==> config.mk <==
export PLATFORM = sky130hd
export DESIGN_NAME = cook_sequencer
export DESIGN_NICKNAME = d
export VERILOG_FILES = /design/src/rtl/cook_sequencer.sv
export SDC_FILE = /design/constraint.sdc
export NUM_CORES = 1
export LEC_CHECK = 0
export CAP_MARGIN = 20
export CORE_MARGIN = 2
export CORE_UTILIZATION = 57
export DETAILED_ROUTE_END_ITERATION = 8
export PLACE_DENSITY = 0.85
export SETUP_SLACK_MARGIN = 0.5
export SLEW_MARGIN = 25
export SYNTH_ARGS = -nofsm -noshare
export SYNTH_HDL_FRONTEND = slang
export SYNTH_SLANG_ARGS = --single-unit
==> constraint.sdc <==
create_clock -name clk -period 5.8 [get_ports clk]
set_input_delay 1.16 -clock clk [delete_from_list [all_inputs] [get_ports clk]]
set_output_delay 1.16 -clock clk [all_outputs]
set_load 0.03 [all_outputs]
==> src/rtl/cook_sequencer.sv <==
// cook_sequencer
//   Sequences the magnetron for one cook cycle. A cook time is keyed in as
//   four BCD digits (MM:SS) and counted down on a 1 Hz tick. The block also
//   handles the start/stop/clear/door interlock and the end-of-cook beep.
//
//   Ports
//     clk          system clock, rising edge
//     rstn         asynchronous active-low reset
//     tick_1hz     single-cycle 1 Hz timebase pulse
//     key_valid    single-cycle pulse qualifying key_digit
//     key_digit    BCD keypad digit (10-15 ignored)
//     start_p      start request pulse
//     stop_p       stop request pulse
//     clear_p      clear request pulse
//     door_closed  1 = door closed (level)
//     mag_on       magnetron enable, high exactly while state==COOK
//     min_tens     display digit, minutes tens
//     min_ones     display digit, minutes ones
//     sec_tens     display digit, seconds tens
//     sec_ones     display digit, seconds ones
//     state        IDLE=0 ENTRY=1 COOK=2 PAUSE=3 DONE=4
//     done_beep    end-of-cook alarm, held for BEEP_TICKS ticks
module cook_sequencer #(
    parameter int BEEP_TICKS = 3
) (
    input  logic       clk,
    input  logic       rstn,
    input  logic       tick_1hz,
    input  logic       key_valid,
    input  logic [3:0] key_digit,
    input  logic       start_p,
    input  logic       stop_p,
    input  logic       clear_p,
    input  logic       door_closed,
    output logic       mag_on,
    output logic [3:0] min_tens,
    output logic [3:0] min_ones,
    output logic [3:0] sec_tens,
    output logic [3:0] sec_ones,
    output logic [2:0] state,
    output logic       done_beep
);

    typedef enum logic [2:0] {
        IDLE  = 3'd0,
        ENTRY = 3'd1,
        COOK  = 3'd2,
        PAUSE = 3'd3,
        DONE  = 3'd4
    } state_t;

    localparam int CW = (BEEP_TICKS > 1) ? $clog2(BEEP_TICKS) : 1;
    localparam logic [CW-1:0] BEEP_LAST = CW'(BEEP_TICKS - 1);

    state_t          cur_state, nxt_state;
    logic [3:0]      mt_q, mo_q, st_q, so_q;
    logic [3:0]      mt_d, mo_d, st_d, so_d;
    logic [3:0]      dec_mt, dec_mo, dec_st, dec_so;
    logic            beep_q, beep_d;
    logic [CW-1:0]   cnt_q, cnt_d;
    logic            time_zero, dec_zero, key_ok;

    assign key_ok    = key_valid && (key_digit <= 4'd9);
    assign time_zero = (mt_q == 4'd0) && (mo_q == 4'd0) &&
                       (st_q == 4'd0) && (so_q == 4'd0);
    assign dec_zero  = (dec_mt == 4'd0) && (dec_mo == 4'd0) &&
                       (dec_st == 4'd0) && (dec_so == 4'd0);

    // One-second BCD decrement; borrowing into seconds always reloads 59,
    // so an entered 00:90 counts down 90 s before reaching minute borrows.
    always_comb begin
        dec_mt = mt_q;
        dec_mo = mo_q;
        dec_st = st_q;
        dec_so = so_q;
        if (so_q != 4'd0) begin
            dec_so = so_q - 4'd1;
        end else if (st_q != 4'd0) begin
            dec_st = st_q - 4'd1;
            dec_so = 4'd9;
        end else if (mo_q != 4'd0) begin
            dec_mo = mo_q - 4'd1;
            dec_st = 4'd5;
            dec_so = 4'd9;
        end else if (mt_q != 4'd0) begin
            dec_mt = mt_q - 4'd1;
            dec_mo = 4'd9;
            dec_st = 4'd5;
            dec_so = 4'd9;
        end
    end

    // Next-state logic. Each branch chain follows the event priority
    // clear > stop > door open > start > key > tick, so only one event acts.
    always_comb begin
        nxt_state = cur_state;
        mt_d      = mt_q;
        mo_d      = mo_q;
        st_d      = st_q;
        so_d      = so_q;
        beep_d    = beep_q;
        cnt_d     = cnt_q;

        if (clear_p) begin
            nxt_state = IDLE;
            {mt_d, mo_d, st_d, so_d} = '0;
            beep_d    = 1'b0;
            cnt_d     = '0;
        end else begin
            case (cur_state)
                IDLE, ENTRY: begin
                    if (stop_p) begin
                        nxt_state = IDLE;
                        {mt_d, mo_d, st_d, so_d} = '0;
                    end else if (start_p && door_closed && !time_zero) begin
                        nxt_state = COOK;
                    end else if (key_ok) begin
                        mt_d      = mo_q;
                        mo_d      = st_q;
                        st_d      = so_q;
                        so_d      = key_digit;
                        nxt_state = ENTRY;
                    end
                end
                COOK: begin
                    if (stop_p || !door_closed) begin
                        nxt_state = PAUSE;
                    end else if (tick_1hz) begin
                        if (time_zero || dec_zero) begin
                            nxt_state = DONE;
                            beep_d    = 1'b1;
                            cnt_d     = '0;
                        end
                        mt_d = dec_mt;
                        mo_d = dec_mo;
                        st_d = dec_st;
                        so_d = dec_so;
                    end
                end
                PAUSE: begin
                    if (stop_p) begin
                        nxt_state = IDLE;
                        {mt_d, mo_d, st_d, so_d} = '0;
                    end else if (start_p && door_closed) begin
                        nxt_state = COOK;
                    end
                end
                DONE: begin
                    if (stop_p || !door_closed) begin
                        nxt_state = IDLE;
                        beep_d    = 1'b0;
                        cnt_d     = '0;
                    end else if (tick_1hz) begin
                        if (cnt_q == BEEP_LAST) begin
                            nxt_state = IDLE;
                            beep_d    = 1'b0;
                            cnt_d     = '0;
                        end else begin
                            cnt_d = cnt_q + 1'b1;
                        end
                    end
                end
                default: begin
                    nxt_state = IDLE;
                    {mt_d, mo_d, st_d, so_d} = '0;
                    beep_d    = 1'b0;
                    cnt_d     = '0;
                end
            endcase
        end
    end

    // mag_on is registered from the next state so it changes on the same
    // edge as state.
    always_ff @(posedge clk or negedge rstn) begin
        if (!rstn) begin
            cur_state <= IDLE;
            mt_q      <= '0;
            mo_q      <= '0;
            st_q      <= '0;
            so_q      <= '0;
            beep_q    <= 1'b0;
            cnt_q     <= '0;
            mag_on    <= 1'b0;
        end else begin
            cur_state <= nxt_state;
            mt_q      <= mt_d;
            mo_q      <= mo_d;
            st_q      <= st_d;
            so_q      <= so_d;
            beep_q    <= beep_d;
            cnt_q     <= cnt_d;
            mag_on    <= (nxt_state == COOK);
        end
    end

    assign min_tens  = mt_q;
    assign min_ones  = mo_q;
    assign sec_tens  = st_q;
    assign sec_ones  = so_q;
    assign state     = cur_state;
    assign done_beep = beep_q;

endmodule
Word level (Yosys, flattened, before mapping)
Cells that the tools add are included.
{"block": "op_classes", "eq_ne": 16, "n_lt_le_gt_ge": 1, "n_mux": 74, "n_addsub": 5, "n_reduce_logical": 31}
{"cell": "2-to-1 mux 4 bit", "n": 41}
{"cell": "case mux 4 bit (4 select lines)", "n": 4}
{"cell": "2-to-1 mux 3 bit", "n": 12}
{"cell": "logical NOT 4 bit", "n": 8}
{"cell": "!= test 4 bit, second input constant", "n": 4}
{"cell": "nonzero test 4 bit", "n": 4}
{"cell": "subtractor 4 x 1 -> 4 bit, second input constant", "n": 4}
{"cell": "2-to-1 mux 2 bit", "n": 7}
{"cell": "!= test 3 bit, second input constant", "n": 4}
{"cell": "case mux 3 bit (4 select lines)", "n": 1}
{"cell": "AND reduction 6 bit", "n": 2}
{"cell": "equality test 3 x 2 -> 1 bit, second input constant", "n": 3}
{"cell": "logical AND 1 bit", "n": 9}
{"cell": "2-to-1 mux 1 bit", "n": 7}
{"cell": "case mux 2 bit (3 select lines)", "n": 1}
{"cell": "AND reduction 5 bit", "n": 1}
{"cell": "less-or-equal comparator 4 bit, second input constant", "n": 1}
{"cell": "equality test 3 x 1 -> 1 bit, second input constant", "n": 1}
{"cell": "equality test 3 bit, second input constant", "n": 1}
{"cell": "logical NOT 3 bit", "n": 1}
{"cell": "case mux 1 bit (3 select lines)", "n": 1}
{"cell": "OR reduction 3 bit", "n": 1}
{"cell": "adder 2 x 1 -> 2 bit, second input constant", "n": 1}
{"cell": "equality test 2 bit, second input constant", "n": 1}
{"cell": "5 further kinds", "n": 7}
{"block": "word_totals", "ff_bits": 23, "elab_cells": 135, "inputBits": 12, "out_inout_bits": 21}

Logic depth before layout (Yosys ltp)
{"block": "logic_depth", "ltp_word": 16, "depth_mapped": 10, "depth_no_buf": 8}

Worst setup path before layout
No wires, ideal clock.
{"block": "synth_timing", "path_kind": "flip-flop to flip-flop", "start": "reg st_q[0] (netlist: sec_tens[0])", "end": "reg cnt_q[0]", "slack_ns": 3.038, "setup_ns": 0.133, "synth_period_minus_slack_ns": 2.762, "path_stages_with_launch": 10, "path_buffers": 1, "t_required_ns": 5.667, "arrival_time_ns": 2.628, "cell_sequence": "dfrtp_1 -> inv_1 -> ha_1 -> or3b_1 -> buf_6 -> nor4_4 -> mux2i_1 -> or4_4 -> nor4_4 -> o21ai_1"}
{"block": "synth_between", "elab_chain_len": 10, "elab_cells_between_ends": 25, "cone_classes": "1 x add/sub; 1 x eq/ne; 10 x mux; 13 x reduce/logical"}
{"item": "start: declaration", "line_no": "56", "text": "logic [3:0] mt_q, mo_q, st_q, so_q;"}
{"item": "start signal: assignment", "line_no": "189", "text": "st_q <= st_d;"}
{"item": "branches (longest 7 deep; another with subtractor 4 x 1 -> 4 bit)"}
{"item": "logical OR 1 bit (*)", "line_no": "129", "text": "if (time_zero || dec_zero) begin"}
{"item": "!= test 3 bit (no line) (*)"}
{"item": "AND reduction 5 bit (no line) (*)"}
{"item": "end signal: assignment", "line_no": "192", "text": "cnt_q <= cnt_d;"}
{"item": "end: declaration", "line_no": "60", "text": "logic [CW-1:0] cnt_q, cnt_d;"}
Mark *: on every way between the ends.
A chain may end at the register's enable or synchronous reset.

Final worst setup path
{"block": "layout_timing", "start": "in clear_p", "end": "reg mt_q[3] (netlist: min_tens[3])"}
{"block": "layout_between", "elab_chain_len": 2, "elab_cells_between_ends": 8, "cone_classes": "6 x eq/ne; 1 x mux; 1 x reduce/logical"}
{"item": "start: declaration", "line_no": "33", "text": "input logic clear_p,"}
{"item": "!= test 4 bit (no line) (tied with other cells)"}
{"item": "AND reduction 6 bit (no line)"}
{"item": "end signal: assignment", "line_no": "187", "text": "mt_q <= mt_d;"}
{"item": "end: declaration", "line_no": "56"}
Several ways; a longest one is shown, not always the timed one.

==> run metrics <==
Tightest Hold Check Type=reg -> reg; first-pass GRT wire length=9.259 mm; async set-reset flop share out of synthesis=100.0%; Peak VDD IR=0.2031 mV; Worst EP arrival=3.91 ns; Design Power=571.6 uW; most common cell after layout, fill and taps aside=clkdlybuf4s50_1; Resized cells post-CTS=0; number of synthesized flops with an enable pin=0; Seq/Total Area, Yosys=29.68%; vias in the first global route=1,941; die area=3885 um2; share of cells above drive strength 1=8.989%; final WL=5.352 mm; hold-fix buffer count after cts=0; clock slew at reported path FFs=0.13 ns; Final Critical Period=3.743 ns; Clk Latency, worst-skew pair=0.31 ns; Wirelength per Cell=17.10 um; Mapped Avg Cell Area=8.014 um2; Comb pwr share=53.2%; area delta synth->final=17.03%; fin crit share=64.54%; worst-case clock buffer depth=2; htree depth=1; Hold Startpoint=min_tens[1]$_DFFE_PN0P_; Int Power=310.5 uW; Switching Fraction=45.68%; Net Switching=261.1 uW; I/O Buffers=32; max-cap violations=0; Post-DRT Antenna Nets=0; CTS tree=done; status=finished clean; initial antenna violation count=0; Max Fclk=267.1 MHz; clock root buffer=clkbuf_4; post-CTS setup buffers=0; final number of setup-violating endpoints=0; Starting Density=58.58%; ant diodes=0; slew margin rel.=32.22%; Vias/cell=6.288; Worst Setup Path Type=in -> reg; GPL Wtd Cong=0.9604; Clk pwr share=12.6%; multi-input logic area=1237 um2; Post-Syn Nets=259; Finished Core Util=68.56%; Distinct cells, synth=50; Die Ht=62.33 um; Fillers=295; PD cells=251.8 nW/um2; final hold vios=0; total number of vias=1,968; Synth Flop Type=dfrtp_1; CP required=5.97 ns; Cell Area, Synth=1939 um2; Crit. Startpoint=clear_p; fin nets=285; setup_tns=0 ns; Layout Skew=0.01303 ns; DRC violations left=0; RSZ-0062 raised after global routing=false; gr ovfl total=0; Total Routing Usage GR=29.74%; reg2reg setup slack=2.40 ns; fin. max-slew vios=0; most frequent cells in the layout=clkdlybuf4s50_1, nand2_1, dfrtp_1; Warnings, synthesis=0; Synth Register Bits=23; Detailed Place HPWL=3.931 mm; Slew @ Worst Pin=1.017 ns; Worst R2R Start=min_tens[0]$_DFFE_PN0P_; crit path capture type=flop; Gate Count Post-Synth=242; CTS Buf Count=3; largest net degree at the start of global routing=24; site row count=21; Pleak=0.8928 nW; Initial DRT Pass Iterations=5; # IOs=33; core area=3311 um2; initial drt markers=116; DIE WIDTH=62.33 um; Flop pwr share=34.2%; FF+latch area=575.6 um2; crit path max fanout=17; CP startpoint kind=primary input; Sink Count=23
==> flip-flops by register name (all words and copies together) (netlist names) <==
signal     flops
mag_on         1
min_ones       4
cnt_q          2
sec_ones       4
min_tens       4
sec_tens       4
done_beep      1
state          3
==> synthesized netlist by cell type, types with 2 or more instances <==
cell | instances | share of area (%)
o21ai_0 | 14 | 3.6
nor3_1 | 12 | 3.1
o31ai_1 | 2 | 0.77
o211ai_1 | 3 | 1.2
ha_1 | 5 | 3.2
nand3b_1 | 3 | 1.2
nor4_4 | 2 | 2.2
or3_1 | 2 | 0.65
a21o_1 | 2 | 0.77
o21ai_1 | 14 | 3.6
nand3_1 | 3 | 0.77
a22oi_1 | 9 | 3.5
inv_1 | 13 | 2.5
nand2b_1 | 6 | 1.9
dfrtp_1 | 23 | 30
or3b_2 | 2 | 0.90
nand2_1 | 29 | 5.6
mux2_2 | 4 | 2.3
a31oi_1 | 4 | 1.3
a311oi_1 | 2 | 0.90
a21oi_1 | 14 | 3.6
nor3b_2 | 4 | 2.6
and2_1 | 2 | 0.65
clkbuf_1 | 4 | 0.77
buf_6 | 4 | 2.3
buf_4 | 2 | 0.77
nor2b_1 | 4 | 1.3
a2bb2oi_1 | 2 | 0.90
mux2i_1 | 5 | 2.6
nand4_1 | 2 | 0.65
nor4_1 | 4 | 1.3
nor2_1 | 21 | 4.1
a32oi_1 | 3 | 1.4
==> critical path, stage by stage <==
cell and delay (ns):
clkdlybuf4s50_1 0.63, or3_1 0.42, nand2b_1 0.16, o32ai_2 0.56, or2_0 0.75, o21ai_0 0.22
==> stage by stage <==
step	hold slack [ns]	cell area (um2)	setup WS, ns	cells
finish	0.6187	2270	2.057	313
global route	0.6682	2270	1.855	313
CTS	0.6227	2275	2.147	313
detailed placement	0.6009	2247	1.829	309
global placement	0.5745	2247	1.908	309
floorplan	0.6879	1939	3.038	242
==> per-layer routing <==
layer	vias up	part of all wire, %	GRT usage, %	routed length (um)
met1	931	43	41.44	2328
met5	-	0	0	0
met4	0	1.6	10.56	87
li1	943	-	-	-
met3	8	7.5	5.072	401
met2	86	47	46.88	2535
==> logic make-up (layout without fill, tap and decap cells) <==
family	count (synthesis)	count (layout)	share of synthesized area [%]
simple gates	104	104	30.77
flops	23	23	29.68
fa+ha+maj	5	5	3.226
compound gates	76	76	24.52
mux	9	9	4.903
buf+inv	25	50	6.902
==> path summary, 6_finish.rpt <==
check | endpoint | cells after the start
min in group asynchronous | sec_ones[1]$_DFFE_PN0P_ | 1
hold reg to reg | min_tens[1]$_DFFE_PN0P_ | 2
max in group asynchronous | min_ones[0]$_DFFE_PN0P_ | 1
setup / recovery | min_tens[3]$_DFFE_PN0P_ | 6
hold / removal | min_tens[1]$_DFFE_PN0P_ | 2
setup reg to reg | min_tens[3]$_DFFE_PN0P_ | 8
==> power by group through the flow <==
stage / registers, mW / clock network (mW) / logic (mW)
floorplan: 0.209 / 0 / 0.212
global placement: 0.197 / 0 / 0.293
detailed placement: 0.198 / 0 / 0.299
CTS: 0.195 / 0.0747 / 0.299
global route: 0.198 / 0.0826 / 0.332
finish: 0.196 / 0.0721 / 0.304
==> cell type report <==
| class | instances | share of cell area [%] |
|---|---|---|
| Clock inverter | 1 | 0.2205 |
| Sequential cell | 23 | 25.36 |
| Inverter | 13 | 2.150 |
| Tap cell | 46 | 2.536 |
| Multi-Input combinational cell | 194 | 54.52 |
| Timing Repair Buffer | 33 | 14.22 |
| Clock buffer | 3 | 0.9923 |
(Power assumes the default switching activity.)
